[src/rtl/response_capture.sv]
// Triggered response capture: samples {s2,s1} for NSAMP cycles into a FIFO drained by a ready/valid port.
// Optional macro RESPONSE_CAPTURE_DROP_CNT_EN adds an 8-bit saturating dropped-sample counter (drop_cnt).
module response_capture #(
   parameter int W     = 3,
   parameter int DEPTH = 8,
   parameter int NSAMP = 4
) (
   input  logic           clk,
   input  logic           rstn,
   input  logic           arm,
   input  logic           trig,
   input  logic [W-1:0]   s1,
   input  logic [W-1:0]   s2,
   output logic           rd_valid,
   input  logic           rd_ready,
   output logic [2*W-1:0] rd_data,
   output logic           busy,
   output logic           done,
   output logic           overflow
`ifdef RESPONSE_CAPTURE_DROP_CNT_EN
   ,
   output logic [7:0]     drop_cnt
`endif
);

   localparam int AW = $clog2(DEPTH);
   localparam int CW = $clog2(NSAMP + 1);
   localparam logic [CW-1:0] LAST = CW'(NSAMP - 1);

   typedef enum logic [1:0] {IDLE, ARMED, CAPTURE, DONE} state_t;

   state_t           r_state;
   state_t           w_stateNext;
   logic [CW-1:0]    r_count;
   logic [AW:0]      r_wptr;
   logic [AW:0]      r_rptr;
   logic [2*W-1:0]   r_mem [DEPTH];
   logic [2*W-1:0]   r_rdData;
   logic             r_overflow;

   logic             w_sample;
   logic             w_lastSample;
   logic             w_empty;
   logic             w_full;
   logic             w_pop;
   logic             w_push;
   logic             w_drop;
   logic             w_rearm;
   logic             w_nextNonEmpty;
   logic [AW:0]      w_rptrNext;
   logic [2*W-1:0]   w_word;

   assign w_word       = {s2, s1};
   assign w_sample     = ((r_state == ARMED) && trig) || (r_state == CAPTURE);
   assign w_lastSample = w_sample && (r_count == LAST);
   assign w_empty      = (r_wptr == r_rptr);
   assign w_full       = (r_wptr[AW] != r_rptr[AW]) && (r_wptr[AW-1:0] == r_rptr[AW-1:0]);
   assign w_pop        = !w_empty && rd_ready;
   assign w_push       = w_sample && (!w_full || w_pop);
   assign w_drop       = w_sample && w_full && !w_pop;
   assign w_rearm      = arm && (r_state == DONE);
   assign w_rptrNext   = r_rptr + {{AW{1'b0}}, w_pop};
   assign w_nextNonEmpty = w_push || (w_rptrNext != r_wptr);

   always_comb begin
      w_stateNext = r_state;
      case (r_state)
         IDLE:    if (arm) w_stateNext = ARMED;
         ARMED:   if (trig) w_stateNext = w_lastSample ? DONE : CAPTURE;
         CAPTURE: if (w_lastSample) w_stateNext = DONE;
         DONE:    if (arm) w_stateNext = ARMED;
         default: w_stateNext = IDLE;
      endcase
   end

   always_ff @(posedge clk or negedge rstn) begin
      if (!rstn) r_state <= IDLE;
      else       r_state <= w_stateNext;
   end

   always_ff @(posedge clk or negedge rstn) begin
      if (!rstn) begin
         r_count <= '0;
      end else if (w_sample) begin
         r_count <= w_lastSample ? '0 : r_count + CW'(1);
      end
   end

   always_ff @(posedge clk) begin
      if (w_push) r_mem[r_wptr[AW-1:0]] <= w_word;
   end

   // The head register bypasses the incoming word when it lands in the slot that becomes the head.
   always_ff @(posedge clk or negedge rstn) begin
      if (!rstn) begin
         r_wptr     <= '0;
         r_rptr     <= '0;
         r_rdData   <= '0;
         r_overflow <= 1'b0;
      end else begin
         if (w_push) r_wptr <= r_wptr + {{AW{1'b0}}, 1'b1};
         r_rptr <= w_rptrNext;
         if (w_nextNonEmpty)
            r_rdData <= (w_push && (w_rptrNext == r_wptr)) ? w_word : r_mem[w_rptrNext[AW-1:0]];
         if (w_rearm)     r_overflow <= 1'b0;
         else if (w_drop) r_overflow <= 1'b1;
      end
   end

`ifdef RESPONSE_CAPTURE_DROP_CNT_EN
   logic [7:0] r_dropCnt;

   always_ff @(posedge clk or negedge rstn) begin
      if (!rstn)                                 r_dropCnt <= 8'd0;
      else if (w_rearm)                          r_dropCnt <= 8'd0;
      else if (w_drop && (r_dropCnt != 8'hFF))   r_dropCnt <= r_dropCnt + 8'd1;
   end

   assign drop_cnt = r_dropCnt;
`endif

   assign rd_valid = !w_empty;
   assign rd_data  = r_rdData;
   assign busy     = (r_state == ARMED) || (r_state == CAPTURE);
   assign done     = (r_state == DONE);
   assign overflow = r_overflow;

endmodule

[config.mk]
export PLATFORM = sky130hd
export DESIGN_NAME = response_capture
export DESIGN_NICKNAME = d
export VERILOG_FILES = /design/src/rtl/response_capture.sv
export SDC_FILE = /design/constraint.sdc
export NUM_CORES = 1
export LEC_CHECK = 0
export CORE_UTILIZATION = 54
export CTS_CLUSTER_SIZE = 24
export DETAILED_ROUTE_END_ITERATION = 7
export DONT_BUFFER_PORTS = 1
export HOLD_SLACK_MARGIN = 0.08
export PLACE_DENSITY = 0.74
export SLEW_MARGIN = 40
export SYNTH_ARGS = -nofsm -noshare
export SYNTH_HDL_FRONTEND = slang
export SYNTH_SLANG_ARGS = --single-unit
[constraint.sdc]
create_clock -name clk -period 3.58 [get_ports clk]
set_input_delay 1.074 -clock clk [delete_from_list [all_inputs] [get_ports clk]]
set_output_delay 1.074 -clock clk [all_outputs]
set_load 0.02 [all_outputs]
==> metrics.log <==
[metrics] run status: completed
[metrics] critical path arrival: around 3.4 ns
[metrics] number of slew-limit violations in the final report: 0
[metrics] Switching Power: 0.00120 W
[metrics] CTS H-tree lvls: 3
[metrics] clock network fraction of design power: 0.178
[metrics] crit-path cells: xor2_1, nor3_4, nand2_1, and2_1, ha_1, ha_1, xor2_1, nor2_1, and2_1, nand2_1, a221oi_1
[metrics] setup-violating endpoint count in the final report: 0
[metrics] CTS-repair resized insts: 0
[metrics] cell internal pwr: roughly 0.0019 W
[metrics] Post-route DRC: 0
[metrics] first-iteration detailed-routing DRC count: 213
[metrics] post-synth design cell area: about 3000 sq um
[metrics] Top FF cell, synth: sky130_fd_sc_hd__edfxtp_1
[metrics] starting utilization of the core area: 0.572
[metrics] clk sinks: 68
[metrics] uppermost layer routed: met4
[metrics] input/output buffers: 0
[metrics] net switching fraction of the power: 0.387
[metrics] total routed wire length on the met1 layer: between 2000 and 2500 microns
[metrics] cell row count: 26
[metrics] overflow left after global routing: 0
[metrics] area share of the leading cell type in the synthesized netlist: 0.484
[metrics] area leader, netlist: sky130_fd_sc_hd__edfxtp_1
[metrics] Tmin final: about 3.2 ns
[metrics] maximum buffer depth of the clock tree: 2
[metrics] Async SR Flop Fraction: 0.294
[metrics] maximum number of pins on one net before global-route repair: 21
[metrics] Slowest-stage cell, CP: sky130_fd_sc_hd__dfrtp_1
[metrics] count of cell types in the netlist: 33
[metrics] final-report hold violation count: 0
[metrics] Synth area leaders: sky130_fd_sc_hd__edfxtp_1 48%, sky130_fd_sc_hd__dfrtp_1 17%, sky130_fd_sc_hd__mux4_2 9.1%, sky130_fd_sc_hd__ha_1 2.9%, sky130_fd_sc_hd__a211oi_1 2.8%
[metrics] vias after detailed routing: around 1.8k
[metrics] Leakage Power: roughly 1.2 nW
[metrics] EDFF count, synth: 48
[metrics] total power per unit cell area: approximately 950 nW/um^2
[metrics] die boundary width: 76.2 microns
[metrics] Mean Syn Cell Area: approximately 15 sq um
[metrics] number of register bits inferred by synthesis: between 60 and 70
[metrics] Ys Warns: 0
[metrics] antenna violations before repair: 0
[metrics] Hold/Removal Path Class: in2async
[metrics] headroom to the max-slew limit: 0.581
[metrics] Slowest Stage Delay on Critical Path: just over 0.5 ns
[metrics] routed length on met2: between 2000 and 3000 microns
[metrics] Hold-fix buffers, CTS: 0
[metrics] Placer Congestion: between 0.8 and 0.9
[metrics] die footprint: between 5000 and 6000 sq um
[metrics] Met3 Wirelength: around 470 microns
[metrics] Clock Tree Root: sky130_fd_sc_hd__clkbuf_8
[metrics] count of max-cap constraint violations: 0
[metrics] worst-case clock skew: around 0.0084 ns
[metrics] vias in the first global route: 1,757
[metrics] worst ir drop on vdd: approximately 0.00039 V
[metrics] global-route usage over all layers: 0.228
[metrics] estimated wirelength of the detail-placed design: 4080 microns
[metrics] post-synthesis cell count: between 150 and 200
[metrics] final wirelength: 5930 microns
[metrics] TritonCTS clock tree: built
[metrics] RSZ-0062 raised after global routing: false
[metrics] post-route setup TNS: 0 ns
[metrics] critical path capture point type: flop
[metrics] sequential share of power: 0.393
[metrics] mean routed wirelength per cell: 20.8 microns
[metrics] Worst setup SP type: flop
[metrics] vias per cell: roughly 6.2
[metrics] first drt pass iteration count: 7
[metrics] area of the placeable core: roughly 5200 sq um
[metrics] CTS clock-pin slew for the worst setup and hold paths: ~0.070 ns
[metrics] required time worst endpoint: 3.81 ns
[metrics] clock latency on the worst-skew pair: between 0.3 and 0.4 ns
[metrics] final-stage net count: 228
[metrics] type of the worst setup path: reg2reg
[metrics] final antenna-violating net count: 0
[metrics] Layout area overhead: 9.63%
[metrics] combinational power share: 0.429
[metrics] share of the clock period used by the worst path after layout: 0.897
[metrics] post-layout utilization of the core: 0.627
[metrics] sequential-to-total area share from yosys stat: 0.653
[metrics] antenna diode count: 0
[metrics] maximum achievable frequency: between 300 and 400 MHz
[metrics] number of nets in the synthesized netlist: 213
[metrics] setup repair bufs after CTS: 0
[metrics] number of buffers created by CTS: 9
[metrics] global-route wire length before repair: ~9600 microns
[metrics] boundary pin count: 21
[metrics] share of post-route cells with drive strength above 1: 0.181
[metrics] Worst Max-Slew Pin Slew: between 0.6 and 0.7 ns
[metrics] height of the die: roughly 76 microns
[metrics] maximum fanout encountered on the critical timing path: 10
[cells in the mapped netlist, drive strengths merged, types with 2 or more instances]
cell type   n
a211oi     11
a21o        2
a21oi       6
a221oi      6
and2        2
buf         6
dfrtp      20
edfxtp     48
ha          7
inv        10
mux4       12
nand2      14
nand2b      4
nand3       4
nor2       14
nor3        6
o21ai       2
xnor2       7
xor2        6
[worst max-delay path, delay by kind of cell (launching register included)]
kind            cells  cell delay [ns]
compound gates      1             0.38
flops               1             0.51
xor+xnor            2             0.40
simple gates        6             1.31
fa+ha+maj           2             0.51
[layer usage]
metal,vias up,global-route usage
met3,14,0.0623
met4,0,0.138
met2,101,0.341
li1,776,-
met5,-,0
met1,881,0.300
[stage by stage]
stage | std cells | hold WS [ns] | worst slack [ns] | cell area [sq um] | total power, W
2_1_floorplan | 195 | 0.443 | 0.591 | 2980 | 0.00226
3_3_place_gp | 269 | 0.454 | 0.643 | 3090 | 0.00248
3_5_place_dp | 269 | 0.474 | 0.506 | 3090 | 0.00255
4_1_cts | 285 | 0.410 | 0.399 | 3260 | 0.00311
5_1_grt | 285 | 0.395 | 0.0824 | 3260 | 0.00329
6_report | 285 | 0.420 | 0.367 | 3260 | 0.00310
[state kept, by name (all words and copies together) (netlist names)]
| register | flops |
|---|---|
| r_rptr | 4 |
| r_wptr | 4 |
| r_state | 2 |
| rd_data | 6 |
| overflow | 1 |
| r_count | 3 |
| r_mem | 48 |
[path summary, 6_finish.rpt]
path | startpoint | end | slack (ns) | cells past startpoint
worst min-delay path | rstn | r_count[1]$_DFFE_PN0N_ | 0.42 | 0
worst max-delay path | r_wptr[2]$_DFFE_PN0P_ | rd_data[2]$_DFFE_PN0P_ | 0.37 | 11
worst min register to register | r_wptr[3]$_DFFE_PN0P_ | r_wptr[3]$_DFFE_PN0P_ | 0.49 | 1
worst max register to register | r_wptr[2]$_DFFE_PN0P_ | rd_data[2]$_DFFE_PN0P_ | 0.37 | 11
min in group clk | r_wptr[3]$_DFFE_PN0P_ | r_wptr[3]$_DFFE_PN0P_ | 0.49 | 1
max in group asynchronous | rstn | r_count[0]$_DFFE_PN0N_ | 3.09 | 0
[layout by cell type (no fill, tap or decap), types with 2 or more instances in the layout]
master,synthesis,final
sky130_fd_sc_hd__o21ai_0,2,2
sky130_fd_sc_hd__nand2b_1,4,4
sky130_fd_sc_hd__clkinv_2,0,2
sky130_fd_sc_hd__mux4_2,12,12
sky130_fd_sc_hd__nand3_1,4,4
sky130_fd_sc_hd__clkbuf_1,0,2
sky130_fd_sc_hd__inv_1,10,10
sky130_fd_sc_hd__xor2_1,6,6
sky130_fd_sc_hd__ha_1,7,7
sky130_fd_sc_hd__nand2_1,14,14
sky130_fd_sc_hd__a21oi_1,5,5
sky130_fd_sc_hd__nor3_1,5,5
sky130_fd_sc_hd__and2_1,2,2
sky130_fd_sc_hd__a221oi_1,6,6
sky130_fd_sc_hd__clkbuf_8,0,11
sky130_fd_sc_hd__xnor2_1,6,6
sky130_fd_sc_hd__nor2_1,14,14
sky130_fd_sc_hd__edfxtp_1,48,48
sky130_fd_sc_hd__buf_4,3,10
sky130_fd_sc_hd__dfrtp_1,20,20
sky130_fd_sc_hd__a211oi_1,11,11
[power by group through the flow]
stage                     logic (W)  registers, W  clock network, W
after floorplan             0.00110       0.00116                 0
after global placement      0.00126       0.00122                 0
after detailed placement    0.00132       0.00123                 0
after CTS                   0.00134       0.00122          0.000560
after global routing        0.00146       0.00124          0.000597
final                       0.00133       0.00122          0.000551
[cell families after synthesis]
kind of cell	Yosys count	synth area share
xor gates and xnor gates	13	0.0408
DFF	68	0.653
adders and majority gates	7	0.0294
and+or+nand+nor	48	0.0782
buffers and inverters	16	0.0290
AOI/OAI and AO/OA	30	0.0757
muxes	13	0.0942
[layout make-up]
cell class | count | area, sq um
inverters | 10 | 37.5
flip-flops and latches | 68 | 1940
clock inverters | 3 | 13.8
well taps | 70 | 87.6
fillers | 393 | 1940
multi-input cells | 111 | 947
clock buffers | 13 | 159
repair buffers | 10 | 75.1
Power figures use the tool's default switching activity.
